File: src/rtl/operate_defs.sv
// Operate command codes and scheduler FSM encodings.
// The operate verifier uses the same constants.
package operate_defs;

  localparam logic [7:0] OPERATE_GET      = 8'b1_00001_10;
  localparam logic [7:0] OPERATE_PUT      = 8'b1_00010_10;
  localparam logic [7:0] OPERATE_INTERACT = 8'b1_00100_10;
  localparam logic [7:0] OPERATE_MOVE     = 8'b1_01000_10;
  localparam logic [7:0] OPERATE_THROW    = 8'b1_10000_10;
  localparam logic [7:0] OPERATE_IGNORE   = 8'b1_00000_10;

  localparam logic [1:0] ST_IDLE = 2'd0;
  localparam logic [1:0] ST_SEND = 2'd1;
  localparam logic [1:0] ST_BUSY = 2'd2;
  localparam logic [1:0] ST_GAP  = 2'd3;

endpackage

File: src/rtl/op_sync_fifo.sv
// Small synchronous FIFO with flush; a push into a full queue is accepted
// when a pop happens in the same cycle.
module op_sync_fifo #(
  parameter int DEPTH = 4,
  parameter int WIDTH = 8
) (
  input  logic             clk,
  input  logic             rst,
  input  logic             push,
  input  logic             pop,
  input  logic             flush,
  input  logic [WIDTH-1:0] din,
  output logic [WIDTH-1:0] dout,
  output logic             full,
  output logic             empty
);

  localparam int AW = (DEPTH > 1) ? $clog2(DEPTH) : 1;
  localparam logic [AW:0] DEPTH_CNT = (AW + 1)'(DEPTH);

  logic [WIDTH-1:0] mem [DEPTH];
  logic [AW-1:0]    wr_ptr_reg;
  logic [AW-1:0]    rd_ptr_reg;
  logic [AW:0]      count_reg;
  logic             wr_en;
  logic             rd_en;

  assign full  = (count_reg == DEPTH_CNT);
  assign empty = (count_reg == '0);
  assign rd_en = pop && !empty && !flush;
  assign wr_en = push && (!full || rd_en) && !flush;
  assign dout  = mem[rd_ptr_reg];

  always_ff @(posedge clk) begin
    if (wr_en) mem[wr_ptr_reg] <= din;
  end

  // Power-of-two depth lets the pointers wrap on their own.
  always_ff @(posedge clk or posedge rst) begin
    if (rst) begin
      wr_ptr_reg <= '0;
      rd_ptr_reg <= '0;
      count_reg  <= '0;
    end else if (flush) begin
      wr_ptr_reg <= '0;
      rd_ptr_reg <= '0;
      count_reg  <= '0;
    end else begin
      if (wr_en) wr_ptr_reg <= wr_ptr_reg + 1'b1;
      if (rd_en) rd_ptr_reg <= rd_ptr_reg + 1'b1;
      case ({wr_en, rd_en})
        2'b10:   count_reg <= count_reg + 1'b1;
        2'b01:   count_reg <= count_reg - 1'b1;
        default: count_reg <= count_reg;
      endcase
    end
  end

endmodule

File: src/rtl/operate_tx_scheduler.sv
// Queues verified operate bytes and paces them onto the UART TX with a minimum gap.
// Optional OPERATE_TX_DEDUP_EN discards repeats of the last accepted byte while queued.
module operate_tx_scheduler
  import operate_defs::*;
#(
  parameter int          FIFO_DEPTH  = 4,
  parameter logic [15:0] GAP_CYCLES  = 16'd1000,
  parameter logic [7:0]  IGNORE_BYTE = 8'b1_00000_10
) (
  input  logic       uart_clk,
  input  logic       rst,
  input  logic [7:0] op_in,
  input  logic       op_valid,
  input  logic       flush,
  input  logic       tx_ready,
  output logic [7:0] tx_data,
  output logic       tx_start,
  output logic       fifo_full,
  output logic       fifo_empty,
  output logic [7:0] drop_count
);

  logic [1:0]  state_reg;
  logic [1:0]  state_next;
  logic        busy_skip_reg;
  logic [15:0] gap_cnt_reg;
  logic [7:0]  tx_data_reg;
  logic        tx_start_reg;
  logic [7:0]  drop_reg;
  logic [7:0]  head_byte;
  logic        pop;
  logic        push_req;
  logic        dup_hit;
  logic        push_ok;
  logic        push_drop;

  assign pop      = (state_reg == ST_IDLE) && !fifo_empty && tx_ready && !flush;
  assign push_req = op_valid && (op_in != IGNORE_BYTE) && !flush;

`ifdef OPERATE_TX_DEDUP_EN
  logic [7:0] last_reg;

  assign dup_hit = push_req && !fifo_empty && (op_in == last_reg);

  always_ff @(posedge uart_clk or posedge rst) begin
    if (rst)          last_reg <= IGNORE_BYTE;
    else if (flush)   last_reg <= IGNORE_BYTE;
    else if (push_ok) last_reg <= op_in;
  end
`else
  assign dup_hit = 1'b0;
`endif

  // A duplicate is discarded silently and never counts as a drop.
  assign push_ok   = push_req && !dup_hit && (!fifo_full || pop);
  assign push_drop = push_req && !dup_hit && fifo_full && !pop;

  op_sync_fifo #(
    .DEPTH (FIFO_DEPTH),
    .WIDTH (8)
  ) u_fifo (
    .clk   (uart_clk),
    .rst   (rst),
    .push  (push_ok),
    .pop   (pop),
    .flush (flush),
    .din   (op_in),
    .dout  (head_byte),
    .full  (fifo_full),
    .empty (fifo_empty)
  );

  // BUSY ignores tx_ready on its first cycle while the UART is still dropping ready.
  always_comb begin
    state_next = state_reg;
    case (state_reg)
      ST_IDLE: if (pop) state_next = ST_SEND;
      ST_SEND: state_next = ST_BUSY;
      ST_BUSY: begin
        if (!busy_skip_reg && tx_ready)
          state_next = (GAP_CYCLES == 16'd0) ? ST_IDLE : ST_GAP;
      end
      ST_GAP:  if (flush || gap_cnt_reg == 16'd0) state_next = ST_IDLE;
      default: state_next = ST_IDLE;
    endcase
  end

  always_ff @(posedge uart_clk or posedge rst) begin
    if (rst) begin
      state_reg     <= ST_IDLE;
      busy_skip_reg <= 1'b0;
      gap_cnt_reg   <= 16'd0;
      tx_data_reg   <= IGNORE_BYTE;
      tx_start_reg  <= 1'b0;
      drop_reg      <= 8'd0;
    end else begin
      state_reg     <= state_next;
      busy_skip_reg <= (state_reg == ST_SEND);
      tx_start_reg  <= pop;
      if (pop) tx_data_reg <= head_byte;
      if (state_reg == ST_BUSY && state_next == ST_GAP)
        gap_cnt_reg <= GAP_CYCLES - 16'd1;
      else if (state_reg == ST_GAP && gap_cnt_reg != 16'd0)
        gap_cnt_reg <= gap_cnt_reg - 16'd1;
      if (push_drop && drop_reg != 8'hFF) drop_reg <= drop_reg + 8'd1;
    end
  end

  assign tx_data    = tx_data_reg;
  assign tx_start   = tx_start_reg;
  assign drop_count = drop_reg;

endmodule

File: config.mk
export PLATFORM = sky130hd
export DESIGN_NAME = operate_tx_scheduler
export DESIGN_NICKNAME = d
export VERILOG_FILES = /design/src/rtl/operate_defs.sv /design/src/rtl/op_sync_fifo.sv /design/src/rtl/operate_tx_scheduler.sv
export SDC_FILE = /design/constraint.sdc
export NUM_CORES = 1
export LEC_CHECK = 0
export CORE_MARGIN = 1.5
export CORE_UTILIZATION = 45
export DETAILED_ROUTE_END_ITERATION = 10
export DONT_BUFFER_PORTS = 1
export GPL_TIMING_DRIVEN = 0
export PLACE_DENSITY = 0.59
export SLEW_MARGIN = 20
export SYNTH_ARGS = -nofsm -noshare
export SYNTH_HDL_FRONTEND = slang
export SYNTH_SLANG_ARGS = --single-unit
File: constraint.sdc
create_clock -name uart_clk -period 2.5 [get_ports uart_clk]
set_input_delay 0.375 -clock uart_clk [delete_from_list [all_inputs] [get_ports uart_clk]]
set_output_delay 0.375 -clock uart_clk [all_outputs]
set_load 0.02 [all_outputs]
Word-level counts from Yosys, hierarchy flattened --
Memories as Yosys holds them, arrays and structs flattened. A register that Yosys moved wholly into a read port is not among the register bits. Index checks and enable logic that the tools add are counted.
Operators by class: add/sub/neg operators 6, equal/unequal tests 9, multiplexer cells 14, reductions and logical operators 32
Operators by type and width (count):
- 16-bit two-way mux | 2
- 1-bit logical AND | 16
- 16-bit zero test | 1
- 8-bit != test (second input constant) | 2
- 16-bit nonzero test | 1
- 16-bit by 1-bit subtractor with 16-bit output (second input constant) | 1
- 2-bit two-way mux | 7
- 8-bit by 1-bit adder with 8-bit output (second input constant) | 1
- 2-bit equality test (second input constant) | 4
- 2-bit case mux with 4 select lines | 1
- 3-bit case mux with 2 select lines | 1
- 2-bit nonzero test | 3
- 1-bit zero test | 5
- 2-bit by 1-bit adder with 2-bit output (second input constant) | 2
- 2-bit by 1-bit equality test with 1-bit output (second input constant) | 2
- 3-bit by 1-bit adder with 3-bit output (second input constant) | 1
- 3-bit equality test (second input constant) | 1
- 3-bit zero test | 1
- 1-bit logical OR | 3
- 3-bit two-way mux | 1
- 3-bit nonzero test | 1
- 3-bit by 1-bit subtractor with 3-bit output (second input constant) | 1
- 2-bit zero test | 1
- 1-bit two-way mux | 2
Storage, ports and cells: bits in registers 35, bits in writable memories 32, bits of input ports 13, output and inout port bits 19, memories 1
Memories:
- u_fifo.mem | words 4, width 8, rd ports 1, clocked after memory_dff 1, wr ports 1, line op_sync_fifo.sv:21 | logic [WIDTH-1:0] mem [DEPTH];

Depth between registers and ports, before layout --
Gate-level depths: netlist (run 1).
depth in word-level cells 13, depth in mapped cells 10, mapped depth without buffers 8

Modules after synthesis --
From an unflattened synthesis (run 1), not the netlist that was laid out.
Unflattened totals: cell total of the unflattened synthesis 271, area total of the unflattened synthesis 3489.6 µm²
Modules (own cells, without submodules):
- operate_tx_scheduler | instances 1, cells each 165, area an instance 1783.0 µm², seq. area each 903.4 µm²
- op_sync_fifo | instances 1, cells each 106, area an instance 1706.6 µm², seq. area each 1136.1 µm²

Worst setup path before layout (run 1) --
No wires, ideal clock.
kind reg-to-reg, from register u_fifo.count_reg[2], to register u_fifo.count_reg[2], setup time 78 ps, data arrival time 2675 ps, required time 2422 ps, setup slack -253 ps, cell stages (with the launch flop) 11, buffers on the path 2, clock period less this slack 2753 ps, path through dfrtp_1 -> clkbuf_2 -> nor3_1 -> nor3_2 -> buf_4 -> o21a_1 -> fa_1 -> nor4_2 -> a21oi_1 -> mux2_2 -> a21oi_1
Between the ends: longest elaborated chain between the ends 13, elaborated cells on any way between the ends 21
RTL lines:
- start: declaration | line op_sync_fifo.sv:24 | logic [AW:0] count_reg;
- start signal: assignment | line op_sync_fifo.sv:52 | 2'b10: count_reg <= count_reg + 1'b1;
- start signal: assignment | line op_sync_fifo.sv:53 | 2'b01: count_reg <= count_reg - 1'b1;
- start signal: assignment | line op_sync_fifo.sv:54 | default: count_reg <= count_reg;
- 3-bit zero test (*) | line op_sync_fifo.sv:29 | assign empty = (count_reg == '0);
- via fifo_empty | line operate_tx_scheduler.sv:19 | output logic fifo_empty,
- 1-bit zero test (*) | line operate_tx_scheduler.sv:37 | assign pop = (state_reg == ST_IDLE) && !fifo_empty && tx_ready && !flush;
- 1-bit logical AND (*) (3 in a row) | line operate_tx_scheduler.sv:37
- via pop | line operate_tx_scheduler.sv:31 | logic pop;
- 1-bit logical AND (2 in a row) | line op_sync_fifo.sv:30 | assign rd_en = pop && !empty && !flush;
- 1-bit logical OR | line op_sync_fifo.sv:31 | assign wr_en = push && (!full || rd_en) && !flush;
- 1-bit logical AND (2 in a row) | line op_sync_fifo.sv:31
- 2-bit by 1-bit equality test with 1-bit output / 2-bit equality test (equally long branches) | line op_sync_fifo.sv:51 | case ({wr_en, rd_en})
- 3-bit case mux with 2 select lines | line op_sync_fifo.sv:51
- 3-bit two-way mux | line op_sync_fifo.sv:44 | end else if (flush) begin
Mark *: on every way through the listed nets, which the timed path passes. The rest lies on a longest branch. A chain may end at the register's enable or synchronous reset.

Worst setup path after layout (run 1) --
Same ends and word-level chain as after synthesis.

==> impl_metrics.env, run 1 <==
export IMPL_worst_hold_path_endpoint="u_fifo.mem[0][3]"
export IMPL_largest_net_degree_at_the_start_of_global_routing=26
export IMPL_antenna_found_initial=0
export IMPL_synth_net_count=266
export IMPL_core_area_sq_um=7330
export IMPL_placementRows=31
export IMPL_grt_use_met2_pct=25.9
export IMPL_synth_seq_area_share_pct=59.3
export IMPL_first_global_vias=1984
export IMPL_grt_setup_unrepaired="no"
export IMPL_worst_setup_path_end_kind="flip-flop"
export IMPL_worst_clock_skew_ns=0.00777
export IMPL_synth_enable_flop_cells=32
export IMPL_insertedDiodeCount=0
export IMPL_avgRoutedWirePerCell_um=16.4
export IMPL_yosys_area_share_simple_pct=15.9
export IMPL_regToRegEndpoint="u_fifo.count_reg[2]"
export IMPL_crit_path_cell_trace="nor3_4 -> nor3_4 -> buf_6 -> o21a_1 -> fa_2 -> nor4_2 -> a21oi_1 -> mux2_2 -> a21oi_2"
export IMPL_layout_area_overhead_vs_synth_pct=13.0
export IMPL_grtUsageTotal_pct=16.8
export IMPL_ys_types=55
export IMPL_drt_pass1_iterations=5
export IMPL_dieArea_sq_um=8180
export IMPL_gr_ovfl_total=0
export IMPL_drcViolationCount=0
export IMPL_layout_worst_path_cycle_share_pct=95.6
export IMPL_cts_buffer_depth=2
export IMPL_avgViaCountPerCell=5.35
export IMPL_max_freq_mhz=418
export IMPL_yosys_most_used_dff="dfrtp_1"
export IMPL_io_buffer_count=0
export IMPL_final_weighted_congestion_of_routability_driven_global_placement=0.786
export IMPL_clock_latency_ns=0.34
export IMPL_place_detailed_hpwl_um=4030
export IMPL_netlist_area_leader_share_pct=29.8
export IMPL_global_route_usage_met1_pct=22.0
export IMPL_cts_tree="done"
export IMPL_synth_common_cells="dfrtp_1, edfxtp_1, nor2_1, nand2_1"
export IMPL_grt_busiest_layer="met2"
export IMPL_critical_path_startpoint_type="flip-flop"
export IMPL_peak_supply_drop_mv=0.390
export IMPL_cts_made_buffers=9
export IMPL_hold_path_cell_count=0
export IMPL_synthMuxAreaShare_pct=9.97
export IMPL_cts_root_buf="clkbuf_8"
export IMPL_share_of_synthesized_cell_area_in_full_adder_half_adder_and_majority_cells_pct=2.76
export IMPL_htree_levels=3
export IMPL_max_transition_margin_pct=46.8
export IMPL_synth_compound_area_share_pct=5.71
export IMPL_grt_first_pass_wirelength_um=10400
export IMPL_status="completed"
export IMPL_postRouteAntennaNets=0
export IMPL_synth_top_family_by_area="simple AND/OR/NAND/NOR gates"
export IMPL_die_w_um=90.4
export IMPL_worst_path_max_delay_cell="dfrtp_2"
export IMPL_post_synth_inst_count=246
export IMPL_hold_path_start="op_in[3]"
export IMPL_mean_area_per_synthesized_cell_sq_um=14.0
export IMPL_initial_util_pct=46.9
export IMPL_worstReg2RegStart="u_fifo.count_reg[2]"
export IMPL_cpPeakStageDelay_ns=0.47
export IMPL_design_portCount=32
export IMPL_path_class="reg2reg"
export IMPL_dpl_instance_area_sq_um=3590
export IMPL_finalHoldViolations=0
export IMPL_die_height_um=90.4
export IMPL_post_synth_xor_xnor_area_pct=4.84
export IMPL_final_number_of_max_transition_violations=0
export IMPL_worst_path_dominant_cell_family="simple AND/OR/NAND/NOR gates"
export IMPL_yosysWarningCount=0
export IMPL_fin_worst_hold_slack_ns=0.125
export IMPL_ff2ff_setup_slack_ns=0.11
export IMPL_ys_ff_latch=75
export IMPL_worstMarginPinSlew_ns=0.797
export IMPL_most_frequent_cell_on_the_critical_path="nor3_4"
export IMPL_min_delay_path_class="in2reg"
export IMPL_final_min_clock_period_ns=2.39
export IMPL_yosysMostFrequentCell="dfrtp_1"
export IMPL_largest_register_ffs=32
export IMPL_detail_route_iter0_violations=137
export IMPL_clock_sinks=75
export IMPL_setup_tns_ns=0
export IMPL_path_clk_slew_ns=0.08
export IMPL_power_per_cell_area_nw_per_um2=804
export IMPL_max_cap_violations=0
export IMPL_setup_viol=0
export IMPL_synthesis_area_sq_um=3440
export IMPL_vias=1981
export IMPL_finalWirelength_um=6070
export IMPL_final_layout_size_suffix_gt1_share_pct=25.1
export IMPL_num_nets_final=286
export IMPL_worst_ep_required_time_ns=2.76
export IMPL_fin_total_pwr_uw=3120
export IMPL_critPathMaxFanout=6
export IMPL_worstRegToRegCells=9
export IMPL_power_static_leakage_uw=0.00143
export IMPL_post_synth_main_area_contributors="dfrtp_1, edfxtp_1, mux4_2"
export IMPL_critical_path_buf_inv_count=1
export IMPL_share_of_synthesized_registers_carrying_an_async_set_or_reset_pct=57.3
export IMPL_final_area_sq_um=3880
export IMPL_worst_ep_arrival_time_ns=2.65
export IMPL_synth_area_leader_cell="dfrtp_1"
export IMPL_n_fill_cell=620
export IMPL_groute_layer_met3_usage_pct=6.73
-- cells by family after synthesis --
group,after synthesis
flops,75
fa+ha+maj,7
mux,23
xor+xnor,19
simple gates,85
buf+inv,12
compound gates,25
-- power breakdown --
group          leakage [uW]  switching [uW]  internal [uW]
registers          0.000824             211           1440
logic              0.000512             261            228
clock network     0.0000993             422            561
-- layout make-up --
cell class              instances  area [sq um]  area share (%)
clock buffers                  13           139            3.57
inverters                       5          18.8           0.483
repair buffers                 10          90.1            2.32
clock inverters                 3          63.8            1.64
well taps                      99           124            3.19
multi-input cells             159          1370            35.3
flip-flops and latches         75          2050            52.7
plain buffers                   6          31.3           0.805
-- how the worst max path moves through the flow --
stage	start	to	slack, ns	cells after the start
CTS	state_reg[1]	u_fifo.count_reg[2]	0.002	9
finish	u_fifo.count_reg[2]	u_fifo.count_reg[2]	0.11	9
floorplan	u_fifo.count_reg[2]	u_fifo.count_reg[2]	0.1	10
detailed placement	u_fifo.count_reg[2]	u_fifo.count_reg[2]	-0.11	10
global route	u_fifo.count_reg[2]	u_fifo.count_reg[2]	0.004	9
global placement	u_fifo.count_reg[2]	u_fifo.count_reg[2]	-0.10	10
-- per-layer routing --
metal | up-vias | wire length [um]
li1 | 952 | -
met1 | 994 | 2850
met2 | 30 | 2900
met3 | 5 | 255
met4 | 0 | 63
met5 | - | 0
-- layout by cell type (no fill, tap or decap), types with 3 or more instances in the layout --
cell | synthesis | routed
nand2_1 | 15 | 15
a21oi_1 | 8 | 7
ha_1 | 6 | 6
clkbuf_8 | 0 | 9
mux4_2 | 8 | 8
xor2_1 | 9 | 9
nand4_1 | 3 | 3
nor4_4 | 3 | 3
dfrtp_2 | 0 | 5
nor3_1 | 6 | 5
and2_1 | 5 | 5
clkbuf_1 | 4 | 8
nand3_1 | 3 | 3
inv_1 | 5 | 4
o21ai_0 | 3 | 3
nor4_1 | 3 | 3
xnor2_1 | 10 | 10
nor2_1 | 22 | 22
mux2_2 | 10 | 10
buf_4 | 1 | 8
edfxtp_1 | 32 | 32
mux2i_1 | 5 | 5
dfrtp_1 | 41 | 36
-- per-stage QoR --
| stage | instances | utilization, % | setup WS [ns] |
|---|---|---|---|
| finish | 370 | 53.0 | 0.110 |
| CTS | 363 | 52.0 | 0.00169 |
| global placement | 345 | 48.8 | -0.102 |
| global route | 370 | 53.0 | 0.00388 |
| floorplan | 246 | - | 0.0979 |
| detailed placement | 346 | 49.0 | -0.109 |
-- what timing repair did --
action / in CTS / in global routing
hold buffers: 1 / 0
hold endpoints to repair: 17 / 0
pin swaps: 1 / 2
endpoints found under the setup margin: 1 / 2
gates resized for setup: 3 / 6
buffers inserted: 0 / 8
No activity file was read; power rests on OpenSTA's default activity.
==> run 2: changes to the inputs <==
--- a/config.mk
+++ b/config.mk
@@ -7,6 +7,7 @@
 export LEC_CHECK = 0
 export CORE_MARGIN = 1.5
 export CORE_UTILIZATION = 45
+export CTS_CLUSTER_SIZE = 30
 export DETAILED_ROUTE_END_ITERATION = 10
 export DONT_BUFFER_PORTS = 1
 export GPL_TIMING_DRIVEN = 0
==> results of run 2 <==
No change in the layout: final DEF, timing and power equal those of run 1.
==> run 3: changes to the inputs <==
--- a/config.mk
+++ b/config.mk
@@ -5,12 +5,12 @@
 export SDC_FILE = /design/constraint.sdc
 export NUM_CORES = 1
 export LEC_CHECK = 0
+export CORE_ASPECT_RATIO = 1.1
 export CORE_MARGIN = 1.5
 export CORE_UTILIZATION = 45
 export CTS_CLUSTER_SIZE = 30
 export DETAILED_ROUTE_END_ITERATION = 10
 export DONT_BUFFER_PORTS = 1
-export GPL_TIMING_DRIVEN = 0
 export PLACE_DENSITY = 0.59
 export SLEW_MARGIN = 20
 export SYNTH_ARGS = -nofsm -noshare
==> run 3 against run 2 <==
Effect of this change:
- register-to-register slack improved by 0.09 ns
- clock-buffer cell count decreased by 4
- critical path depth decreased by 1
- clock power fell by 5.0%
- worst hold slack got worse by 0.048 ns
- first-iteration DRC count shrank 25%
- non-clock buffer count down 11
- final cell count down 6.2%
- setup slack better by 0.091 ns
- core utilization down 2.3 points
- sequential power hardly changed
- largest power group unchanged
==> impl_metrics.env, run 3 (same netlist as run 1, synthesis figures left out) <==
export IMPL_finalHoldViolations=0
export IMPL_final_weighted_congestion_of_routability_driven_global_placement=0.727
export IMPL_cpPeakStageDelay_ns=0.47
export IMPL_most_common_layout_cells="dfrtp_1, edfxtp_1, nor2_1, nand2_1"
export IMPL_path_class="reg2reg"
export IMPL_vias=1952
export IMPL_hold_path_start="flush"
export IMPL_worst_ep_arrival_time_ns=2.58
export IMPL_preCtsSetupSlack_ns=0.219
export IMPL_clock_sinks=75
export IMPL_worst_path_max_delay_cell="dfrtp_1"
export IMPL_internal_power_uw=2050
export IMPL_htree_levels=3
export IMPL_worst_hold_path_endpoint="u_fifo.wr_ptr_reg[1]"
export IMPL_largest_net_degree_at_the_start_of_global_routing=44
export IMPL_layoutNonFillerInstCount=347
export IMPL_cts_made_buffers=9
export IMPL_first_global_vias=1944
export IMPL_critical_path_buf_inv_count=0
export IMPL_final_number_of_max_transition_violations=0
export IMPL_setup_viol=0
export IMPL_largest_register_ffs=32
export IMPL_finalWirelength_um=5980
export IMPL_die_height_um=94.7
export IMPL_grtUsageTotal_pct=16.1
export IMPL_final_min_clock_period_ns=2.30
export IMPL_worst_slack_ns=0.201
export IMPL_placed_cells_incl_taps=331
export IMPL_drcViolationCount=0
export IMPL_worst_ep_required_time_ns=2.78
export IMPL_placementRows=33
export IMPL_cts_post_setup_buffers_inserted=0
export IMPL_design_portCount=32
export IMPL_worst_path_dominant_cell_family="simple AND/OR/NAND/NOR gates"
export IMPL_dieArea_sq_um=8180
export IMPL_postRouteAntennaNets=0
export IMPL_min_delay_path_class="in2reg"
export IMPL_critical_path_startpoint_type="flip-flop"
export IMPL_fin_total_pwr_uw=3050
export IMPL_max_cap_violations=0
export IMPL_power_static_leakage_uw=0.00140
export IMPL_cts_buffer_depth=2
export IMPL_ff2ff_setup_slack_ns=0.20
export IMPL_num_nets_final=275
export IMPL_grt_first_pass_wirelength_um=9630
export IMPL_clock_latency_ns=0.36
export IMPL_avgRoutedWirePerCell_um=17.2
export IMPL_insertedDiodeCount=0
export IMPL_cts_tree="done"
export IMPL_layout_area_overhead_vs_synth_pct=9.64
export IMPL_most_frequent_cell_on_the_critical_path="a21oi_1"
export IMPL_max_freq_mhz=435
export IMPL_crit_path_cell_trace="or3b_1 -> nor3_2 -> o21a_1 -> fa_1 -> nor4_2 -> a21oi_1 -> mux2_2 -> a21oi_1"
export IMPL_worstReg2RegStart="state_reg[0]"
export IMPL_detail_route_iter0_violations=103
export IMPL_setup_tns_ns=0
export IMPL_die_w_um=86.4
export IMPL_path_clk_slew_ns=0.09
export IMPL_combinational_group_share_of_total_power_pct=14.8
export IMPL_initial_util_pct=46.3
export IMPL_gr_ovfl_total=0
export IMPL_grt_setup_unrepaired="no"
export IMPL_power_switching_fraction_pct=32.9
export IMPL_power_net_switching_uw=1000
export IMPL_cts_root_buf="clkbuf_8"
export IMPL_io_buffer_count=0
export IMPL_final_layout_size_suffix_gt1_share_pct=23.5
export IMPL_cts_hold_fix_buffers=0
export IMPL_seq_power_share_pct=54.6
export IMPL_peak_supply_drop_mv=0.397
export IMPL_power_per_cell_area_nw_per_um2=809
export IMPL_worst_clock_skew_ns=0.00849
export IMPL_fin_util_pct=50.7
export IMPL_avgViaCountPerCell=5.63
export IMPL_status="completed"
export IMPL_layout_worst_path_cycle_share_pct=92.0
export IMPL_worst_setup_path_end_kind="flip-flop"
export IMPL_clkPwrFrac_pct=30.6
export IMPL_layout_commonest_cell="dfrtp_1"
export IMPL_critPathMaxFanout=8
export IMPL_place_detailed_hpwl_um=4130
export IMPL_regToRegEndpoint="u_fifo.count_reg[2]"
export IMPL_drt_pass1_iterations=4
export IMPL_core_area_sq_um=7430
export IMPL_hold_path_cell_count=1
export IMPL_antenna_found_initial=0
export IMPL_post_cts_resized_instances=0
export IMPL_max_transition_margin_pct=37.7
export IMPL_worstMarginPinSlew_ns=0.934
export IMPL_worstRegToRegCells=8
[run 3: cell types whose count changed in the layout (fill, tap and decap cells not counted), moves of 2 or more]
cell       change
clkbuf_1       -8
dfrtp_1        +5
dfrtp_2        -5
buf_4          -3
inv_6          +3
inv_8          +3
bufinv_16      -2
[run 3: final cells by class]
type,count,area [sq um]
flip-flops and latches,75,2040
repair buffers,5,37.5
well taps,87,109
clock inverters,7,76.3
clock buffers,9,124
inverters,5,18.8
multi-input cells,159,1370
fillers,637,3660
[run 3: worst max path at each step]
stage          slack, ns                start  cells past startpoint                   to
2_1_floorplan        0.1  u_fifo.count_reg[2]                     10  u_fifo.count_reg[2]
3_3_place_gp        0.29         state_reg[0]                      8  u_fifo.count_reg[2]
3_5_place_dp        0.22         state_reg[0]                      8  u_fifo.count_reg[2]
4_1_cts             0.22         state_reg[0]                      8  u_fifo.count_reg[2]
5_1_grt             0.07         state_reg[0]                      8  u_fifo.count_reg[2]
6_report            0.20         state_reg[0]                      8  u_fifo.count_reg[2]
[run 3: per-stage QoR]
step	area, sq um	hold slack (ns)
after floorplan	3450	0.458
after global placement	3570	0.441
after detailed placement	3570	0.444
after CTS	3770	0.0568
after global routing	3770	0.0554
final	3770	0.0770
[run 3: routing by layer]
metal	part of all wire [%]	GRT usage, %	up-vias	wire length, um
met5	0	0	-	0
met4	2.0	7.66	0	117
met3	2.6	4.37	8	153
met2	51	25.7	20	3040
met1	45	20.2	991	2670
li1	-	-	933	-
[run 3: power groups by stage]
stage                     registers, uW  logic, uW  clock network (uW)
after global routing               1690        497                1000
after CTS                          1670        457                 962
final                              1660        451                 934
after floorplan                    1640        371                   0
after detailed placement           1690        451                   0
after global placement             1690        452                   0
